==> src/rtl/vector_fetch_sequencer.sv <==
// vector_fetch_sequencer
//
// Fetches the two-byte RESET/NMI/BRK/IRQ vector from the top page of memory
// and hands it to the program counter as a low/high byte pair with a
// one-cycle load strobe. PC increment is held off from the grant edge until
// the sequence returns to IDLE.
//
// Ports:
//   clk, reset   - rising-edge clock, asynchronous active-high reset
//   nmi          - NMI request, rising-edge sensitive
//   irq          - IRQ request, level sensitive, masked by irq_disable
//   brk_req      - one-cycle pulse from the decoder when BRK executes
//   irq_disable  - I flag, masks irq only
//   bus_ready    - data_in is valid this cycle
//   data_in      - memory read data
//   addr_out     - read address (held while bus_read is low)
//   bus_read     - read request
//   PCL_in/PCH_in- vector bytes to the PC (held until the next capture)
//   load         - one-cycle PC load strobe
//   inc_enable   - PC increment enable (high only in IDLE)
//   set_i_flag   - one-cycle pulse with load for every cause except RESET
//   busy         - a sequence is in progress
//   cause        - 0 RESET, 1 NMI, 2 BRK, 3 IRQ
module vector_fetch_sequencer #(
  parameter logic [7:0] VECTOR_PAGE = 8'hFF,
  parameter logic [7:0] NMI_VEC_LO  = 8'hFA,
  parameter logic [7:0] RST_VEC_LO  = 8'hFC,
  parameter logic [7:0] IRQ_VEC_LO  = 8'hFE
) (
  input  logic        clk,
  input  logic        reset,
  input  logic        nmi,
  input  logic        irq,
  input  logic        brk_req,
  input  logic        irq_disable,
  input  logic        bus_ready,
  input  logic [7:0]  data_in,
  output logic [15:0] addr_out,
  output logic        bus_read,
  output logic [7:0]  PCL_in,
  output logic [7:0]  PCH_in,
  output logic        load,
  output logic        inc_enable,
  output logic        set_i_flag,
  output logic        busy,
  output logic [1:0]  cause
);

  localparam logic [1:0] IDLE     = 2'd0;
  localparam logic [1:0] FETCH_LO = 2'd1;
  localparam logic [1:0] FETCH_HI = 2'd2;
  localparam logic [1:0] LOAD     = 2'd3;

  localparam logic [1:0] CAUSE_RESET = 2'd0;
  localparam logic [1:0] CAUSE_NMI   = 2'd1;
  localparam logic [1:0] CAUSE_BRK   = 2'd2;
  localparam logic [1:0] CAUSE_IRQ   = 2'd3;

  logic [1:0] state;
  logic [1:0] next_state;
  logic       rst_pend;
  logic       nmi_pend;
  logic       brk_pend;
  logic       nmi_prev;
  logic [7:0] vec_lo;

  logic       nmi_edge;
  logic       nmi_req;
  logic       brk_any;
  logic       irq_req;
  logic       grant;
  logic       grant_rst;
  logic       grant_nmi;
  logic       grant_brk;
  logic [1:0] grant_cause;
  logic [7:0] grant_vec;

  // Requests arriving on the grant edge itself are folded in, so an NMI edge
  // and a BRK pulse that coincide with a live IRQ still win priority.
  assign nmi_edge = nmi & ~nmi_prev;
  assign nmi_req  = nmi_pend | nmi_edge;
  assign brk_any  = brk_pend | brk_req;
  assign irq_req  = irq & ~irq_disable;

  // Priority arbiter, only active in IDLE.
  always_comb begin
    grant       = 1'b0;
    grant_rst   = 1'b0;
    grant_nmi   = 1'b0;
    grant_brk   = 1'b0;
    grant_cause = CAUSE_RESET;
    grant_vec   = RST_VEC_LO;
    if (state == IDLE) begin
      if (rst_pend) begin
        grant       = 1'b1;
        grant_rst   = 1'b1;
        grant_cause = CAUSE_RESET;
        grant_vec   = RST_VEC_LO;
      end else if (nmi_req) begin
        grant       = 1'b1;
        grant_nmi   = 1'b1;
        grant_cause = CAUSE_NMI;
        grant_vec   = NMI_VEC_LO;
      end else if (brk_any) begin
        grant       = 1'b1;
        grant_brk   = 1'b1;
        grant_cause = CAUSE_BRK;
        grant_vec   = IRQ_VEC_LO;
      end else if (irq_req) begin
        grant       = 1'b1;
        grant_cause = CAUSE_IRQ;
        grant_vec   = IRQ_VEC_LO;
      end
    end
  end

  always_comb begin
    next_state = state;
    case (state)
      IDLE:     if (grant) next_state = FETCH_LO;
      FETCH_LO: if (bus_ready) next_state = FETCH_HI;
      FETCH_HI: if (bus_ready) next_state = LOAD;
      LOAD:     next_state = IDLE;
      default:  next_state = IDLE;
    endcase
  end

  // Control outputs are registered from next_state so that the reset values
  // (including inc_enable = 0) hold until the first clock after release.
  always_ff @(posedge clk or posedge reset) begin
    if (reset) begin
      state      <= IDLE;
      rst_pend   <= 1'b1;
      nmi_pend   <= 1'b0;
      brk_pend   <= 1'b0;
      nmi_prev   <= 1'b0;
      vec_lo     <= 8'h00;
      addr_out   <= 16'h0000;
      bus_read   <= 1'b0;
      PCL_in     <= 8'h00;
      PCH_in     <= 8'h00;
      load       <= 1'b0;
      set_i_flag <= 1'b0;
      busy       <= 1'b0;
      cause      <= CAUSE_RESET;
      inc_enable <= 1'b0;
    end else begin
      nmi_prev   <= nmi;
      rst_pend   <= rst_pend & ~grant_rst;
      nmi_pend   <= nmi_req & ~grant_nmi;
      brk_pend   <= brk_any & ~grant_brk;
      state      <= next_state;
      bus_read   <= (next_state == FETCH_LO) || (next_state == FETCH_HI);
      busy       <= (next_state != IDLE);
      inc_enable <= (next_state == IDLE);
      load       <= (next_state == LOAD);
      set_i_flag <= (next_state == LOAD) && (cause != CAUSE_RESET);
      case (state)
        IDLE: begin
          if (grant) begin
            cause    <= grant_cause;
            vec_lo   <= grant_vec;
            addr_out <= {VECTOR_PAGE, grant_vec};
          end
        end
        FETCH_LO: begin
          if (bus_ready) begin
            PCL_in   <= data_in;
            // High-byte address wraps within the vector page.
            addr_out <= {VECTOR_PAGE, vec_lo + 8'd1};
          end
        end
        FETCH_HI: begin
          if (bus_ready) PCH_in <= data_in;
        end
        default: ;
      endcase
    end
  end

endmodule

==> config.mk <==
export PLATFORM = sky130hd
export DESIGN_NAME = vector_fetch_sequencer
export DESIGN_NICKNAME = d
export VERILOG_FILES = /design/src/rtl/vector_fetch_sequencer.sv
export SDC_FILE = /design/constraint.sdc
export NUM_CORES = 1
export LEC_CHECK = 0
export CORE_UTILIZATION = 25
export DETAILED_ROUTE_END_ITERATION = 8
export GPL_TIMING_DRIVEN = 1
export PLACE_DENSITY_LB_ADDON = 0.08
export SYNTH_ARGS = -nofsm -noshare
export SYNTH_HDL_FRONTEND = slang
export SYNTH_SLANG_ARGS = --single-unit
==> constraint.sdc <==
create_clock -name clk -period 2.6 [get_ports clk]
set_clock_uncertainty 0.2 [all_clocks]
set_input_delay 0.78 -clock clk [delete_from_list [all_inputs] [get_ports clk]]
set_output_delay 0.78 -clock clk [all_outputs]
set_load 0.01 [all_outputs]
Word-level counts from Yosys, hierarchy flattened
Index checks and enable logic that the tools add are counted.
{"block": "totals", "reg_bits": 53, "out_inout_bits": 39, "word_cells": 76}
{"block": "classes", "add_sub_neg": 1, "eq_ne": 8, "n_mux": 29, "bitwise_logic": 12, "reduce_logical": 11}
{"cell": "16-bit two-way mux", "count": 2}
{"cell": "16-bit one-hot mux with 2 select lines", "count": 1}
{"cell": "2-bit two-way mux", "count": 9}
{"cell": "1-bit two-way mux", "count": 14}
{"cell": "8-bit by 1-bit adder with 8-bit output, second input constant", "count": 1}
{"cell": "2-bit == test, second input constant", "count": 4}
{"cell": "2-bit one-hot mux with 4 select lines", "count": 1}
{"cell": "3-bit two-way mux", "count": 2}
{"cell": "2-bit AND reduction", "count": 3}
{"cell": "2-bit nonzero test", "count": 3}
{"cell": "1-bit AND", "count": 5}
{"cell": "1-bit NOT", "count": 5}
{"cell": "2-bit by 1-bit == test with 1-bit output, second input constant", "count": 2}
{"cell": "2-bit logical NOT", "count": 2}
{"cell": "2-bit != test, second input constant", "count": 2}
{"cell": "3-bit AND reduction", "count": 1}
{"cell": "1-bit OR", "count": 2}
{"cell": "1-bit logical AND", "count": 1}
{"cell": "1-bit logical OR", "count": 1}

Longest topological paths before layout
{"block": "logic_depth", "word_depth": 11, "mapped_depth": 6}

Worst setup path before layout
OpenSTA, ideal clock, no wires.
{"block": "synth_path", "kind": "input-to-reg", "startpoint": "in nmi", "endpoint": "reg set_i_flag", "setup_ns": 0.119, "arrival_ns": 1.997, "path_slack_ns": 0.284, "path_stages": 6, "path_buffers": 0, "path_cell_list": "nor2b_4 > or2_4 > o31a_2 > or2_1 > ha_1 > o21a_1"}
{"block": "synth_via", "elab_chain_len": 9}
{"item": "start: declaration", "line": "32", "rtl": "input logic nmi,"}
{"item": "1-bit AND", "line": "80", "rtl": "assign nmi_edge = nmi & ~nmi_prev;"}
{"item": "1-bit OR", "line": "81", "rtl": "assign nmi_req = nmi_pend | nmi_edge;"}
{"item": "1-bit two-way mux", "line": "99", "rtl": "end else if (nmi_req) begin"}
{"item": "1-bit two-way mux", "line": "94", "rtl": "if (rst_pend) begin"}
{"item": "1-bit two-way mux", "line": "93", "rtl": "if (state == IDLE) begin"}
{"item": "2-bit two-way mux", "line": "120", "rtl": "IDLE: if (grant) next_state = FETCH_LO;"}
{"item": "2-bit one-hot mux with 4 select lines", "line": "119", "rtl": "case (state)"}
{"item": "named net next_state[0]", "line": "60", "rtl": "logic [1:0] next_state;"}
{"item": "2-bit == test", "line": "157", "rtl": "set_i_flag <= (next_state == LOAD) && (cause != CAUSE_RESET);"}
{"item": "1-bit logical AND", "line": "157"}
{"item": "end signal: assignment", "line": "157"}
{"item": "end: declaration", "line": "44", "rtl": "output logic set_i_flag,"}
The timed path passes the listed nets, and every way through them passes these cells.
A chain may end at the register's enable or synchronous reset.

Worst setup path after layout
Same ends and word-level chain as after synthesis.

==> results.py <==
metrics = {
    "outcome": {
        "status": "complete, no violations",
    },
    "cells_and_area": {
        "syn2layout_area_growth_pct": 46.04,
        "antenna_cells": 0,
        "final_cells": 258,
        "final_cell_mix": "53 x clkdlybuf4s50_1, 36 x dfrtp_1, 17 x mux2_2",
        "finalCoreUtilization_pct": 38.66,
        "multi_input_area_um2": 559.3,
        "register_area_um2": 927.1,
        "layout_commonest_cell": "clkdlybuf4s50_1",
        "nFillCells": 613,
        "fin_nets": 201,
        "drive_above_1_share_pct": 25.14,
    },
    "critical_path": {
        "crit_path_end": "set_i_flag",
        "worst_r2r_endpoint": "set_i_flag",
        "r2r_start": "nmi_pend",
        "crit_type": "in2reg",
        "reg2reg_slack_ns": 0.74,
        "r2r.worst_path.cells": 5,
        "startpoint": "nmi",
        "required_ns": 2.57,
        "critPathCaptureType": "flop",
        "worstPathMaxFanout": 3,
        "startpoint_type": "input port",
        "cp.arrival_ns": 2.44,
    },
    "clock_tree": {
        "clockRootBuffer": "clkbuf_8",
        "cts_max_path_buffers": 2,
        "htreeDepth": 2,
        "clk_latency_ns": 0.28,
        "post_cts_buffers": 0,
        "tritoncts": "built",
        "cts_hold_buf": 0,
        "post_cts_resized": 0,
        "cts_sinks": 37,
        "numCtsBuffers": 5,
        "clk_pin_slew_worst_paths_ns": 0.06,
    },
    "floorplanning": {
        "core_area_mm2": 0.006026,
        "die_area_mm2": 0.006704,
        "core.rowCount": 28,
        "start_util_pct": 26.47,
        "ios": 54,
        "die_h_um": 81.88,
        "die_w_um": 81.88,
    },
    "drt": {
        "routedWlPerCell_um": 12.74,
        "drt-vias-per-instance": 4.225,
        "dr.pass1.iters": 4,
        "met3_length_um": 303,
        "drt_iter0_markers": 61,
        "ant_nets": 0,
        "wirelength_um": 3288,
        "top_layer_used": "met4",
        "met2WireLength_um": 1577,
        "drc": 0,
        "wl_met1_um": 1359,
        "vias": 1090,
    },
    "synthesis": {
        "synthAdderAreaFrac_pct": 2.353,
        "synth_nets": 140,
        "synth_seq_cells": 37,
        "synth-async-reset-ratio_pct": 100.0,
        "synth-simple-area-share_pct": 10.51,
        "yosysWarnings": 0,
        "synth.avg_cell_area_um2": 13.08,
        "synthMuxAreaShare_pct": 14.27,
        "netlist_instances": 122,
        "yosys-top-cells-area": "dfrtp_1 56%, mux2_2 12%, buf_4 5.2%, ha_1 2.4%, nor2_1 2.1%",
        "synth-main-ff-cell": "dfrtp_1",
        "yosysSeqAreaShare_pct": 58.12,
        "synth-edff-count": 0,
        "synth_top_area_share_pct": 56.47,
        "synthXorXnorAreaFrac_pct": 0,
        "synth_top_area_cell": "dfrtp_1",
        "synth_top_family_by_area": "multiplexers",
        "syn_area_mm2": 0.001595,
        "synth-compound-area-share_pct": 7.922,
        "synth.distinct_cells": 32,
    },
    "power_and_ir_drop": {
        "ir_drop_uv": 436.0,
        "p_leak_nw": 0.9954,
        "power_density_mw_per_mm2": 1101,
    },
    "sta": {
        "whs_ns": 0.2691,
        "drv_slew": 0,
        "fmax_mhz": 405.2,
        "worst_pin_slew_ns": 0.4138,
        "rsz0062_at_grt": "no",
        "relSlewSlack_pct": 72.39,
        "period_minus_slack_ns": 2.468,
        "fin_crit_sh_pct": 94.93,
        "finalHoldViolCount": 0,
        "final-setup-viol-count": 0,
    },
    "global_routing": {
        "grt_use_total_pct": 11.39,
        "grt-ovfl-total": 0,
        "grt_max_degree": 29,
        "grt_pass1_wl_um": 5492,
        "grt_pass1_vias": 1124,
        "antenna_found_initial": 0,
    },
    "run": {
        "cap_violations": 0,
    },
    "hold_path": {
        "hold_class": "reg2reg",
    },
    "placement": {
        "dp_hpwl_um": 2496,
        "gp_congestion": 0.7273,
        "dp_cells": 251,
        "io_buffer_count": 53,
    },
}
cell type report:
type,instances,share of cell area (%)
clock buffer,7,3.706
timing repair buffer,66,27.50
tap,75,4.028
sequential,37,39.80
multi-input combinational,67,24.01
inverter,6,0.9667
synth_stat cells (2+ instances only):
master / instances
o21ai_0: 2
dfrtp_1: 36
ha_1: 3
mux2_2: 17
o21a_1: 3
buf_4: 11
nand2b_1: 2
a21oi_1: 6
inv_1: 6
nor2b_1: 2
nand2_1: 4
or2_2: 2
nor2_1: 9
power breakdown:
group,internal (mW),switching [mW]
clock,0.210,0.181
combinational,0.731,0.475
sequential,0.823,0.146
per-layer routing:
metal | vias to the layer above | GRT usage, %
li1 | 521 | -
met1 | 527 | 13.57
met2 | 35 | 17.36
met3 | 7 | 5.889
met4 | 0 | 4.211
met5 | - | 0
cell families (layout without fill, tap and decap cells):
kind of cell,after synthesis,in the layout
compound gates,16,16
fa+ha+maj,3,3
buf+inv,18,79
flops,37,37
mux,20,20
simple gates,28,28
critical path, cell delays in order:
cell and delay, ns:
clkdlybuf4s50_1 0.43, nor2b_4 0.14, or2_4 0.22, o31a_2 0.30
or2_1 0.25, ha_1 0.21, o21a_1 0.10
sequential cells by signal (all words and copies together), names as in the netlist:
signal / count
PCH_in: 8
PCL_in: 8
addr_out: 5
vec_lo: 3
cause: 2
state: 2
brk_pend: 1
bus_read: 1
busy: 1
inc_enable: 1
load: 1
nmi_pend: 1
nmi_prev: 1
rst_pend: 1
set_i_flag: 1
worst min path at each step:
stage	startpoint	end	slack (ns)	cells after the start
after global routing	vec_lo[6]	vec_lo[6]	0.30	1
after global placement	vec_lo[6]	vec_lo[6]	0.26	1
after CTS	vec_lo[6]	vec_lo[6]	0.27	1
after floorplan	vec_lo[6]	vec_lo[6]	0.24	1
final	vec_lo[6]	vec_lo[6]	0.27	1
after detailed placement	vec_lo[6]	vec_lo[6]	0.26	1
stage by stage:
| stage | area, um^2 | TNS [ns] | setup WS, ns | power [mW] |
|---|---|---|---|---|
| 3_3_place_gp | 2243 | -0.5489 | -0.1315 | 2.189 |
| 4_1_cts | 2330 | 0 | 0.1319 | 2.619 |
| 2_1_floorplan | 1595 | 0 | 0.2844 | 1.557 |
| 5_1_grt | 2330 | 0 | 0.06850 | 2.775 |
| 6_report | 2330 | 0 | 0.1318 | 2.565 |
| 3_5_place_dp | 2243 | -0.8658 | -0.1772 | 2.206 |
Note: power is estimated with default switching activity, not from simulation.
